### config.mk
export PLATFORM = sky130hd
export DESIGN_NAME = keypad_scanner
export DESIGN_NICKNAME = d
export VERILOG_FILES = /design/src/rtl/keypad_scanner.sv
export SDC_FILE = /design/constraint.sdc
export NUM_CORES = 1
export LEC_CHECK = 0
export CAP_MARGIN = 20
export CORE_MARGIN = 2
export CORE_UTILIZATION = 55
export CTS_BUF_LIST = sky130_fd_sc_hd__clkbuf_8 sky130_fd_sc_hd__clkbuf_16
export CTS_CLUSTER_DIAMETER = 100
export DETAILED_ROUTE_END_ITERATION = 7
export PLACE_DENSITY = 0.72
export SLEW_MARGIN = 20
export SYNTH_ARGS = -nofsm -noshare
export SYNTH_HDL_FRONTEND = slang
export SYNTH_SLANG_ARGS = --single-unit
### constraint.sdc
create_clock -name clk -period 13.3 [get_ports clk]
set_input_delay 2.66 -clock clk [delete_from_list [all_inputs] [get_ports clk]]
set_output_delay 2.66 -clock clk [all_outputs]
set_load 0.01 [all_outputs]
### src/rtl/keypad_scanner.sv
// Row-scanned matrix keypad with whole-frame debounce and press/release event FIFO.
// Optional `KEYPAD_AUTOREPEAT_EN adds held-key repeat press events.
module keypad_scanner #(
  parameter int ROWS       = 4,
  parameter int COLS       = 4,
  parameter int SCAN_DIV   = 1000,
  parameter int DEBOUNCE   = 4,
  parameter int FIFO_DEPTH = 4
`ifdef KEYPAD_AUTOREPEAT_EN
  ,
  parameter int REPEAT_FRAMES = 30
`endif
) (
  input  logic                          clk,
  input  logic                          rst,
  output logic [ROWS-1:0]               row_out,
  input  logic [COLS-1:0]               col_in,
  output logic                          ev_valid,
  input  logic                          ev_ready,
  output logic [$clog2(ROWS*COLS)-1:0]  ev_code,
  output logic                          ev_release,
  output logic                          key_down,
  output logic                          overflow
);

  localparam int N  = ROWS * COLS;
  localparam int CW = $clog2(N);
  localparam int RW = $clog2(ROWS);
  localparam int DW = $clog2(SCAN_DIV);
  localparam int BW = $clog2(DEBOUNCE + 1);
  localparam int AW = $clog2(FIFO_DEPTH);

  typedef enum logic {
    IDLE,
    EMIT
  } emit_st_t;

  logic [COLS-1:0] col_s1, col_s2;
  logic [RW-1:0]   row_idx, row_d1, row_d2;
  logic [DW-1:0]   div;
  logic            strb_d1, strb_d2;
  logic            last;
  logic            frame_end;

  logic [N-1:0]    frame, frame_nxt;
  logic [N-1:0]    prev_frame;
  logic [N-1:0]    stable;
  logic [BW-1:0]   cnt, cnt_nxt;
  logic            upd;

  emit_st_t        st;
  logic [N-1:0]    diff;
  logic [N-1:0]    old;
  logic [CW-1:0]   lo_code;
  logic            push_v;
  logic [CW-1:0]   push_code;
  logic            push_rel;

  logic [CW-1:0]   mem_code [FIFO_DEPTH];
  logic            mem_rel  [FIFO_DEPTH];
  logic [AW:0]     wp, rp;
  logic            full, empty, pop, do_push;

  assign row_out   = ROWS'(1) << row_idx;
  assign last      = (div == DW'(SCAN_DIV - 1));
  assign frame_end = strb_d2 && (row_d2 == RW'(ROWS - 1));

  // The sample strobe and its row tag ride alongside the synchroniser,
  // so each row's columns land in the frame slot of the row that drove them.
  always_ff @(posedge clk or posedge rst) begin
    if (rst) begin
      col_s1  <= '0;
      col_s2  <= '0;
      row_idx <= '0;
      div     <= '0;
      strb_d1 <= 1'b0;
      strb_d2 <= 1'b0;
      row_d1  <= '0;
      row_d2  <= '0;
      frame   <= '0;
    end else begin
      col_s1  <= col_in;
      col_s2  <= col_s1;
      strb_d1 <= last;
      row_d1  <= row_idx;
      strb_d2 <= strb_d1;
      row_d2  <= row_d1;
      if (last) begin
        div     <= '0;
        row_idx <= (row_idx == RW'(ROWS - 1)) ? '0 : row_idx + 1'b1;
      end else begin
        div <= div + 1'b1;
      end
      if (strb_d2) frame <= frame_nxt;
    end
  end

  always_comb begin
    frame_nxt = frame;
    frame_nxt[row_d2*COLS +: COLS] = col_s2;
  end

  always_comb begin
    if (frame_nxt == prev_frame)
      cnt_nxt = (cnt == BW'(DEBOUNCE)) ? cnt : cnt + 1'b1;
    else
      cnt_nxt = BW'(1);
  end

  assign upd = frame_end && (cnt_nxt == BW'(DEBOUNCE)) &&
               (frame_nxt != stable);

  always_ff @(posedge clk or posedge rst) begin
    if (rst) begin
      prev_frame <= '0;
      cnt        <= '0;
      stable     <= '0;
      key_down   <= 1'b0;
    end else begin
      key_down <= |stable;
      if (frame_end) begin
        prev_frame <= frame_nxt;
        cnt        <= cnt_nxt;
        if (upd) stable <= frame_nxt;
      end
    end
  end

  always_comb begin
    lo_code = '0;
    for (int i = N - 1; i >= 0; i--)
      if (diff[i]) lo_code = CW'(i);
  end

`ifdef KEYPAD_AUTOREPEAT_EN
  localparam int RPW = $clog2(REPEAT_FRAMES + 1);

  logic [RPW-1:0] rep_cnt;
  logic [CW-1:0]  stable_code;
  logic           one_held;
  logic           rep_fire;

  always_comb begin
    stable_code = '0;
    for (int i = N - 1; i >= 0; i--)
      if (stable[i]) stable_code = CW'(i);
  end

  assign one_held = $onehot(stable);
  assign rep_fire = frame_end && !upd && one_held &&
                    (rep_cnt == RPW'(REPEAT_FRAMES - 1));

  always_ff @(posedge clk or posedge rst) begin
    if (rst) begin
      rep_cnt <= '0;
    end else if (frame_end) begin
      if (upd || !one_held || rep_fire)
        rep_cnt <= '0;
      else
        rep_cnt <= rep_cnt + 1'b1;
    end
  end
`endif

  always_ff @(posedge clk or posedge rst) begin
    if (rst) begin
      st        <= IDLE;
      diff      <= '0;
      old       <= '0;
      push_v    <= 1'b0;
      push_code <= '0;
      push_rel  <= 1'b0;
    end else begin
      push_v <= 1'b0;
      unique case (st)
        IDLE: begin
          if (upd) begin
            diff <= stable ^ frame_nxt;
            old  <= stable;
            st   <= EMIT;
          end
`ifdef KEYPAD_AUTOREPEAT_EN
          else if (rep_fire) begin
            push_v    <= 1'b1;
            push_code <= stable_code;
            push_rel  <= 1'b0;
          end
`endif
        end
        EMIT: begin
          push_v    <= 1'b1;
          push_code <= lo_code;
          push_rel  <= old[lo_code];
          // clear the lowest set bit; done once nothing remains
          diff      <= diff & (diff - 1'b1);
          if ((diff & (diff - 1'b1)) == '0) st <= IDLE;
        end
        default: st <= IDLE;
      endcase
    end
  end

  assign empty    = (wp == rp);
  assign full     = (wp[AW] != rp[AW]) && (wp[AW-1:0] == rp[AW-1:0]);
  assign ev_valid = !empty;
  assign pop      = ev_valid && ev_ready;
  assign do_push  = push_v && (!full || pop);

  assign ev_code    = mem_code[rp[AW-1:0]];
  assign ev_release = mem_rel[rp[AW-1:0]];

  always_ff @(posedge clk or posedge rst) begin
    if (rst) begin
      for (int i = 0; i < FIFO_DEPTH; i++) begin
        mem_code[i] <= '0;
        mem_rel[i]  <= 1'b0;
      end
      wp       <= '0;
      rp       <= '0;
      overflow <= 1'b0;
    end else begin
      overflow <= push_v && full && !pop;
      if (do_push) begin
        mem_code[wp[AW-1:0]] <= push_code;
        mem_rel[wp[AW-1:0]]  <= push_rel;
        wp                   <= wp + 1'b1;
      end
      if (pop) rp <= rp + 1'b1;
    end
  end

endmodule
==> impl_metrics.tcl <==
set metrics [dict create \
    synthSimpleGateAreaFrac 0.131 \
    required_ps 10640 \
    grt_pass1_wl_mm 23.6 \
    grt_pass1_vias 4663 \
    hold_viol_final 0 \
    drt-initial-drc-count 300 \
    status "finished clean" \
    areaGrowthSynthToFinish_pct 12.2 \
    wl_per_cell_um 17.3 \
    synth_fa_ha_area_frac 0.0359 \
    yosysTopAreaCell "dfrtp_1" \
    skew_ps 7.28 \
    timing.fmax_mhz 209 \
    grt_max_degree 81 \
    finalWeightedCongestion 0.845 \
    place_ws_ps 8730 \
    first_pass_iters 7 \
    synth_top_family_by_area "simple AND/OR/NAND/NOR gates" \
    synth_compound_area_frac 0.117 \
    synth_warnings 0 \
    fp.dieH_um 117 \
    post_layout_nonfiller_instances 822 \
    grt.total_usage 0.228 \
    synthesis.area_um2 7040 \
    seq_area_frac_synth 0.512 \
    slew_violations 0 \
    period_needed_ps 4780 \
    wl_mm 14.2 \
    power_density_nw_per_um2 118 \
    cts_buffers 17 \
    async_flop_share 1.00 \
    critPathMaxFanout 8 \
    ys_ff_latch 144 \
    dp_cells 791 \
    coreArea_um2 12600 \
    dpl.hpwl_mm 9.88 \
    final_common_cell "dfrtp_1" \
    synth_edf_count 0 \
    cts_resized 0 \
    overflow 0 \
    finalCritPeriodShare 0.359 \
    synth_cells 620 \
    cts_sinks 144 \
    die-area_um2 13700 \
    yosysTopAreaCellShare 0.512 \
    clkTransAtPathRegs_ps 60 \
    end_kind "primary output" \
    drc_errors 0 \
    setup_violations 0 \
    clk_latency_ps 420 \
    antenna_found_initial 0 \
    p_leak_nw 3.57 \
    worst_slack_ps 8520 \
    drive_gt1_frac 0.160 \
    synth-main-ff-cell "dfrtp_1" \
    synth_xor_area_frac 0.0572 \
    tns_ps 0 \
    cp-start-kind "flop" \
    vias_per_cell 5.70 \
    postRouteAntennaNets 0 \
    layout.nets 662 \
    num_vias 4688 \
    rsz0062_at_grt "no" \
    hp-class "flop to flop" \
    netlist_top_cells_area "dfrtp_1, mux2_2, xnor2_1, ha_1, nand2_1" \
    dieWidth_um 117 \
    cts_hold_buf 0 \
    synth_nets 644 \
    rows 41 \
    synth_mux_area_frac 0.120 \
    worst-setup-path-type "flop to primary output" \
    vdd_drop_max_mv 0.0885 \
    slew_headroom 0.433 \
    crit_arrival_ps 2120 \
    synth_cell_type_count 62 \
    insertedDiodeCount 0 \
    htree_levels 4 \
    cts_root_buf "clkbuf_16" \
    cts_buffer_depth 2 \
    ios 19 \
    final_cell_mix "dfrtp_1, nand2_1, nor2_1" \
    start_util 0.560 \
    io_buffers 18 \
    synth.avg_cell_area_um2 11.4 \
    cts_setup_buffers 0 \
    cts_tree "built" \
    tightestPinTransition_ps 851 \
    cap_violations 0 \
]
-- cell type report --
class                           instances  area, µm²
Multi-Input combinational cell        434       3250
Inverter                               18       72.6
Clock buffer                           20        467
Fill cell                            1002       4670
Sequential cell                       144       3600
Timing Repair Buffer                   23        218
Tap cell                              172        215
Clock inverter                         11       76.3
-- logic make-up (layout without fill, tap and decap cells) --
logic type | count (synthesis) | after routing
AND/OR/NAND/NOR | 174 | 174
flip-flops | 144 | 144
AO/OA/AOI/OAI | 125 | 125
multiplexers | 68 | 68
XOR/XNOR | 46 | 46
buffers and inverters | 42 | 72
adder cells (fa/ha/maj) | 21 | 21
-- final timing paths --
path | start | endpoint | slack [ps] | cells past startpoint
setup / recovery | rp[0]$_DFFE_PP0P_ | ev_code[1] | 8520 | 2
setup reg to reg | row_d2[0]$_DFF_PP0_ | old[12]$_DFFE_PP0P_ | 9250 | 11
hold reg to reg | col_s1[1]$_DFF_PP0_ | col_s2[1]$_DFF_PP0_ | 340 | 0
hold / removal | col_s1[1]$_DFF_PP0_ | col_s2[1]$_DFF_PP0_ | 340 | 0
min in group asynchronous | rst | prev_frame[12]$_DFFE_PP0P_ | 2740 | 2
max in group asynchronous | rst | stable[11]$_DFFE_PP0P_ | 9250 | 3
-- power by group --
group          switching [W]  internal, W
Clock               0.000168     0.000265
Sequential         0.0000145     0.000445
Combinational      0.0000205    0.0000214
Total               0.000203     0.000731
-- worst max-delay path, cell delays in order, from the launching register on --
cell,delay [ps]
dfrtp_1,630
mux4_2,570
clkdlybuf4s50_1,490
-- synthesized netlist by cell type (all sizes together) (15+ instances only) --
master / instances
xnor2: 27
nor2b: 16
clkbuf: 16
nor2: 44
dfrtp: 144
a21oi: 25
xor2: 19
o21ai: 41
mux2: 49
nand2: 55
ha: 17
inv: 18
a31oi: 15
-- flip-flops by register name (all words and copies together) (netlist names), 10 cells and up --
signal / count
prev_frame: 16
diff: 16
mem_code: 16
frame: 16
stable: 16
div: 10
old: 16
-- layer usage --
layer | routed length, µm | global-route usage | up-vias
met4 | 185 | 0.0706 | 0
li1 | - | - | 2244
met5 | 0 | 0 | -
met1 | 6440 | 0.302 | 2309
met2 | 6970 | 0.372 | 114
met3 | 621 | 0.0608 | 21
-- through the flow --
step           hold WS [ps]  power, W  cell area [µm²]   util
2_1_floorplan           331  0.000497             7040      -
3_3_place_gp            333  0.000508             7350  0.585
3_5_place_dp            335  0.000510             7350  0.585
4_1_cts                 346  0.000945             7900  0.628
5_1_grt                 352  0.000970             7900  0.628
6_report                343  0.000935             7900  0.628
Power figures use the tool's default switching activity.
